==> src/rtl/gate_scan_pkg.sv <==
// rtl/gate_scan_pkg.sv - shared state encodings and width helpers for the gate network scanner
// Contents:
//   ST_*            3-bit FSM state encodings (IDLE, APPLY, WAIT, CAPT, DONE)
//   *_DEF           default network shape and settle time
//   tt_width()      truth-table width for a given input/output count
//   idx_width()     vector index width (one extra bit so the terminal compare never wraps)
//   cnt_width()     settle counter width for a given SETTLE
package gate_scan_pkg;

    localparam int N_IN_DEF   = 3;
    localparam int N_OUT_DEF  = 2;
    localparam int SETTLE_DEF = 1;

    localparam logic [2:0] ST_IDLE  = 3'd0;
    localparam logic [2:0] ST_APPLY = 3'd1;
    localparam logic [2:0] ST_WAIT  = 3'd2;
    localparam logic [2:0] ST_CAPT  = 3'd3;
    localparam logic [2:0] ST_DONE  = 3'd4;

    function automatic int tt_width(input int n_in, input int n_out);
        return n_out * (2 ** n_in);
    endfunction

    function automatic int idx_width(input int n_in);
        return n_in + 1;
    endfunction

    // The counter only has to reach SETTLE-1; keep at least one bit so
    // the SETTLE==0 and SETTLE==1 builds still declare a legal vector.
    function automatic int cnt_width(input int settle);
        return (settle > 1) ? $clog2(settle) : 1;
    endfunction

    localparam int TT_W_DEF  = tt_width(N_IN_DEF, N_OUT_DEF);
    localparam int IDX_W_DEF = idx_width(N_IN_DEF);

endpackage

==> src/rtl/gate_net_scan_ctrl.sv <==
// rtl/gate_net_scan_ctrl.sv - exhaustive truth-table scanner and checker for a small gate network
// Parameters: N_IN (inputs), N_OUT (outputs), SETTLE (wait cycles before capture, 0 allowed)
// Build option: STOP_ON_FAIL_EN - end the scan at the first mismatching vector
// Ports:
//   clk       in   rising-edge clock
//   rst_n     in   asynchronous active-low reset
//   start     in   scan request, honoured only in IDLE
//   exp_tt    in   expected table, slice i*N_OUT +: N_OUT is vector i
//   in_vec    out  registered drive to the network (MSB = input A)
//   out_vec   in   network outputs, combinational from in_vec
//   busy      out  high in every state but IDLE
//   done      out  one-cycle pulse at end of scan
//   pass      out  all captured slices matched, held until next accepted start
//   fail_idx  out  first mismatching vector index
//   tt        out  captured truth table, held until next accepted start
module gate_net_scan_ctrl
    import gate_scan_pkg::*;
#(
    parameter int N_IN   = N_IN_DEF,
    parameter int N_OUT  = N_OUT_DEF,
    parameter int SETTLE = SETTLE_DEF
) (
    input  logic                         clk,
    input  logic                         rst_n,
    input  logic                         start,
    input  logic [tt_width(N_IN,N_OUT)-1:0] exp_tt,
    output logic [N_IN-1:0]              in_vec,
    input  logic [N_OUT-1:0]             out_vec,
    output logic                         busy,
    output logic                         done,
    output logic                         pass,
    output logic [N_IN-1:0]              fail_idx,
    output logic [tt_width(N_IN,N_OUT)-1:0] tt
);

    localparam int TT_W  = tt_width(N_IN, N_OUT);
    localparam int IDX_W = idx_width(N_IN);
    localparam int CNT_W = cnt_width(SETTLE);
    localparam int N_VEC = 2 ** N_IN;

    localparam logic [IDX_W-1:0] IDX_LAST = IDX_W'(N_VEC - 1);
    // Unreachable when SETTLE==0 (WAIT is skipped), so the clamp is harmless.
    localparam logic [CNT_W-1:0] CNT_LAST = CNT_W'((SETTLE > 0) ? SETTLE - 1 : 0);

    logic [2:0]       state;
    logic [IDX_W-1:0] idx;
    logic [CNT_W-1:0] cnt;

    int               slice_base;
    logic [N_OUT-1:0] exp_slice;
    logic             mismatch;
    logic             first_fail;

    always_comb begin
        slice_base = int'(idx[N_IN-1:0]) * N_OUT;
        exp_slice  = exp_tt[slice_base +: N_OUT];
        mismatch   = (out_vec != exp_slice);
        // Only the first mismatch of a scan records fail_idx.
        first_fail = mismatch && pass;
    end

    assign busy = (state != ST_IDLE);
    assign done = (state == ST_DONE);

    always_ff @(posedge clk or negedge rst_n) begin
        if (!rst_n) begin
            state    <= ST_IDLE;
            idx      <= '0;
            cnt      <= '0;
            in_vec   <= '0;
            tt       <= '0;
            pass     <= 1'b0;
            fail_idx <= '0;
        end else begin
            case (state)
                ST_IDLE: begin
                    if (start) begin
                        idx      <= '0;
                        tt       <= '0;
                        pass     <= 1'b1;
                        fail_idx <= '0;
                        state    <= ST_APPLY;
                    end
                end

                ST_APPLY: begin
                    in_vec <= idx[N_IN-1:0];
                    cnt    <= '0;
                    state  <= (SETTLE > 0) ? ST_WAIT : ST_CAPT;
                end

                ST_WAIT: begin
                    cnt <= cnt + 1'b1;
                    if (cnt == CNT_LAST) begin
                        state <= ST_CAPT;
                    end
                end

                ST_CAPT: begin
                    tt[slice_base +: N_OUT] <= out_vec;
                    if (first_fail) begin
                        pass     <= 1'b0;
                        fail_idx <= idx[N_IN-1:0];
                    end
`ifdef STOP_ON_FAIL_EN
                    if (first_fail || (idx == IDX_LAST)) begin
                        state <= ST_DONE;
                    end else begin
                        idx   <= idx + 1'b1;
                        state <= ST_APPLY;
                    end
`else
                    if (idx == IDX_LAST) begin
                        state <= ST_DONE;
                    end else begin
                        idx   <= idx + 1'b1;
                        state <= ST_APPLY;
                    end
`endif
                end

                ST_DONE: begin
                    // in_vec is left on the last vector applied.
                    state <= ST_IDLE;
                end

                default: begin
                    state <= ST_IDLE;
                end
            endcase
        end
    end

endmodule
==> config.mk <==
export PLATFORM = sky130hd
export DESIGN_NAME = gate_net_scan_ctrl
export DESIGN_NICKNAME = d
export VERILOG_FILES = /design/src/rtl/gate_scan_pkg.sv /design/src/rtl/gate_net_scan_ctrl.sv
export SDC_FILE = /design/constraint.sdc
export NUM_CORES = 1
export LEC_CHECK = 0
export CORE_MARGIN = 4
export CORE_UTILIZATION = 43
export DETAILED_ROUTE_END_ITERATION = 10
export HOLD_SLACK_MARGIN = 0.12
export PLACE_DENSITY = 0.75
export SLEW_MARGIN = 5
export SYNTH_ARGS = -nofsm -noshare
export SYNTH_HDL_FRONTEND = slang
export SYNTH_SLANG_ARGS = --single-unit
==> constraint.sdc <==
create_clock -name clk -period 2.2 [get_ports clk]
set_clock_uncertainty 0.1 [all_clocks]
set_input_delay 0.55 -clock clk [delete_from_list [all_inputs] [get_ports clk]]
set_output_delay 0.55 -clock clk [all_outputs]
set_load 0.1 [all_outputs]
Word-level counts from Yosys, hierarchy flattened
Index checks and enable logic that the tools add are counted.
- bits in registers: 31
- bits of input ports: 21
- logic and storage cells: 49
- add/sub/neg operators: 3
- equal/unequal tests: 10
- shifts and indexed selects: 3
- multiplexer cells: 17
- reductions and logical operators: 9
- operators with widths (operator ; count):
    $neg 4->33 ; 1
    $shift 2x33->16 const A ; 1
    $shiftx 2x33->16 ; 1
    $pmux 16 s2 ; 1
    $bwmux 16 ; 1
    $mux 16 ; 1
    $shiftx 16x5->2 ; 1
    $mux 3 ; 5
    $pmux 3 s4 ; 1
    $mux 4 ; 2
    $ne 2x2->1 const B ; 4
    $pmux 4 s2 ; 1
    $eq 3x2->1 const B ; 2
    $pmux 3 s2 ; 1
    $reduce_and 3->1 ; 2
    $add 4x1->4 const B ; 1
    $eq 4x3->1 const B ; 1
    $pmux 1 s2 ; 2
    $reduce_and 2->1 ; 2
    $reduce_bool 2->1 ; 2
    $eq 3x1->1 const B ; 1
    $eq 3x3->1 const B ; 1
    $logic_not 3->1 ; 1
    $reduce_bool 3->1 ; 1
    4 further kinds ; 5

Depth between registers and ports, before layout
- word-level depth: 5
- depth in mapped cells: 9
- mapped depth without buffers: 7

Worst setup path before layout
Ideal clock, no wire load.
- kind: reg2out
- from: register state[2]
- to: output done
- data arrival time: 2.860 ns
- slack: -1.310 ns
- stages on the path, launching flop included: 3
- buffers on the path: 1
- path through: dfrtp_1 > clkbuf_1 > nor3b_1
- word-level cells in the longest chain between the ends: 1
- RTL lines (item ; RTL line ; source):
    start, declared ; gate_net_scan_ctrl.sv:45 ; logic [2:0] state;
    start signal, assigned ; gate_net_scan_ctrl.sv:89 ; state <= (SETTLE > 0) ? ST_WAIT : ST_CAPT;
    $eq 3x3->1 ; gate_net_scan_ctrl.sv:63 ; assign done = (state == ST_DONE);
    end, declared ; gate_net_scan_ctrl.sv:30 ; output logic done,
Every way passes these cells.

Worst setup path after layout
- from: input start
- to: register idx[3]
- word-level cells in the longest chain between the ends: 2
- RTL lines (item ; RTL line ; source):
    start, declared ; gate_net_scan_ctrl.sv:25 ; input logic start,
    $ne 2x2->1 (no source line) ; -- ;
    $reduce_and 3->1 (no source line) ; -- ;
    end signal, assigned ; gate_net_scan_ctrl.sv:116 ; idx <= idx + 1'b1;
    end, declared ; gate_net_scan_ctrl.sv:46 ; logic [IDX_W-1:0] idx;
Every way passes these cells.
A chain may end at the register's enable or synchronous reset.

==> results_dict.tcl <==
set metrics [dict create \
    tightest_slew_ns 0.487 \
    synth_top_area_cell "dfrtp_1" \
    fin_crit_ns 2.12 \
    power_leakage_nw 1.11 \
    synth.avg_cell_area_um2 9.89 \
    die-area_um2 5100 \
    numCtsBuffers 5 \
    initialDrtViolationCount 79 \
    tritoncts "yes" \
    place_congestion 0.843 \
    floorplan.initialDensity_pct 45.9 \
    synthDistinctLibCells 39 \
    avgViaCountPerCell 5.28 \
    post-route-period-util_pct 96.4 \
    wire_per_inst_um 13.9 \
    setup_violations 0 \
    synthTopCellsByArea "dfrtp_1 45%, mux2i_1 9.8%, nand2_1 5.9%" \
    hold_viol_final 0 \
    postRouteAntennaNets 0 \
    grt_pass1_wl_um 6490 \
    hold_path_end "tt[13]" \
    synth-edff-count 0 \
    timing.fmax_mhz 472 \
    maxCapViolCount 0 \
    grt_pass1_vias 1399 \
    cts_root_buf "clkbuf_8" \
    grt_max_degree 32 \
    power_density_nw_per_um2 1550 \
    dr_total_vias 1484 \
    syn_area_um2 1730 \
    hold_class "reg2reg" \
    synth_seq_cells 31 \
    max_slew_margin_pct 67.4 \
    firstDrtPassIters 4 \
    irDropWorstVdd_mv 0.753 \
    ys.flop_type "dfrtp_1" \
    drc_errors 0 \
    clk_pin_slew_ns 0.06 \
    ys_warn_count 0 \
    synth.most_common_cell "dfrtp_1" \
    worst_r2r_path_depth 6 \
    netlist_top_cells_count "31 x dfrtp_1, 27 x nand2_1, 17 x mux2i_1, 12 x nand3_1, 11 x o21ai_0" \
    status "finished, final reports clean" \
    track_usage_pct 16.1 \
    die_w_um 71.4 \
    cts_max_level 2 \
    cts.sinks 31 \
    fill_cells 322 \
    cp-end-kind "register" \
    fin_util_pct 64.0 \
    antenna_found_initial 0 \
    worst-path-max-fanout 4 \
    r2r_slack_ns 0.15 \
    core-area_um2 3770 \
    wirelength_um 3910 \
    num-nets-final 260 \
    rr_startpoint "state[0]" \
    yosysTopAreaCellShare_pct 44.8 \
    crit_arrival_ns 2.23 \
    antenna-diode-count 0 \
    postCtsSetupBuffers 0 \
    whs_path_depth 2 \
    num_rows 22 \
    ys_seq_area_share_pct 44.8 \
    hp-start "tt[13]" \
    drive_above_1_share_pct 26.2 \
    async_flop_share_pct 100 \
    final_max_slew_viol_count 0 \
    syn_to_final_growth_pct 39.4 \
    hold_buffers 0 \
    setup_tns_ns 0 \
    rsz0062_at_grt "no" \
    die_h_um 71.4 \
    clock_path_buffers 2 \
    place_area_um2 2290 \
    worstSkewPairLatency_ns 0.28 \
    syn_inst 175 \
    path_class "in2reg" \
    grt.overflow.total 0 \
    reg2reg_to "tt[12]" \
    crit_required_ns 2.31 \
    dpl.hpwl_um 2940 \
    start_kind "input pin" \
    ctsResizeCount 0 \
    stdcell_area_um2 2410 \
    io_buffer_count 45 \
    syn_nets 203 \
    io_pins 46 \
]
through the flow:
| step | cells | setup WS, ns | hold slack [ns] | power (mW) |
|---|---|---|---|---|
| global route | 281 | 0.000563 | 0.428 | 3.95 |
| detailed placement | 273 | -0.219 | 0.382 | 3.21 |
| finish | 281 | 0.0794 | 0.395 | 3.73 |
| floorplan | 175 | 0.0127 | 0.154 | 2.59 |
| CTS | 281 | 0.0556 | 0.395 | 3.70 |
| global placement | 273 | -0.171 | 0.381 | 3.19 |
worst max path at each step:
stage,start,end,slack [ns]
after global routing,exp_tt[3],fail_idx[1],0.0006
final,start,idx[3],0.08
after detailed placement,start,idx[3],-0.22
after global placement,start,idx[3],-0.17
after floorplan,idx[0],tt[11],0.01
after CTS,state[1],busy,0.06
routing by layer:
layer	GRT usage [%]	part of all wire, %	vias to the layer above
met2	23.1	46	59
li1	-	-	723
met5	0	0	-
met4	6.89	1.7	0
met1	22.7	45	695
met3	4.63	7.7	7
power by group:
part | switching, mW | total, mW | internal, mW
sequential | 0.143 | 0.873 | 0.730
combinational | 1.58 | 2.37 | 0.788
clock | 0.201 | 0.486 | 0.285
total | 1.93 | 3.73 | 1.80
cells by family after synthesis:
| logic type | Yosys count | synth area share [%] |
|---|---|---|
| and+or+nand+nor | 64 | 18.2 |
| DFF | 31 | 44.8 |
| AOI/OAI and AO/OA | 29 | 11.0 |
| muxes | 22 | 14.4 |
| buffers and inverters | 19 | 5.06 |
| adders and majority gates | 7 | 5.06 |
| xor gates and xnor gates | 3 | 1.52 |
layout by cell type, fill, tap and decap left out, types with 4 or more instances in the layout:
cell type,count
mux2i_1,17
dfrtp_1,31
o21ai_0,11
a21oi_1,4
nor2_1,6
inv_1,8
buf_4,38
ha_1,7
nand3_1,12
nand2_1,27
clkbuf_8,7
a22o_1,4
clkdlybuf4s50_1,20
worst max-delay path, cell delays in order:
cell,delay [ns]
clkdlybuf4s50_1,0.51
or3b_4,0.40
a21oi_4,0.16
o21ai_1,0.10
or3_1,0.35
a21oi_1,0.15
registers in the layout (all words and copies together), names as in the netlist:
signal,count
state,3
cnt,1
tt,16
idx,4
pass,1
fail_idx,3
in_vec,3
cell type report:
| cell class | count | area (um^2) | share of cell area [%] |
|---|---|---|---|
| multi-input cells | 125 | 901 | 37.3 |
| well taps | 48 | 60.1 | 2.49 |
| flip-flops and latches | 31 | 776 | 32.2 |
| repair buffers | 61 | 546 | 22.6 |
| clock buffers | 8 | 100 | 4.15 |
| inverters | 8 | 30.0 | 1.24 |
No activity file was read; power rests on OpenSTA's default activity.
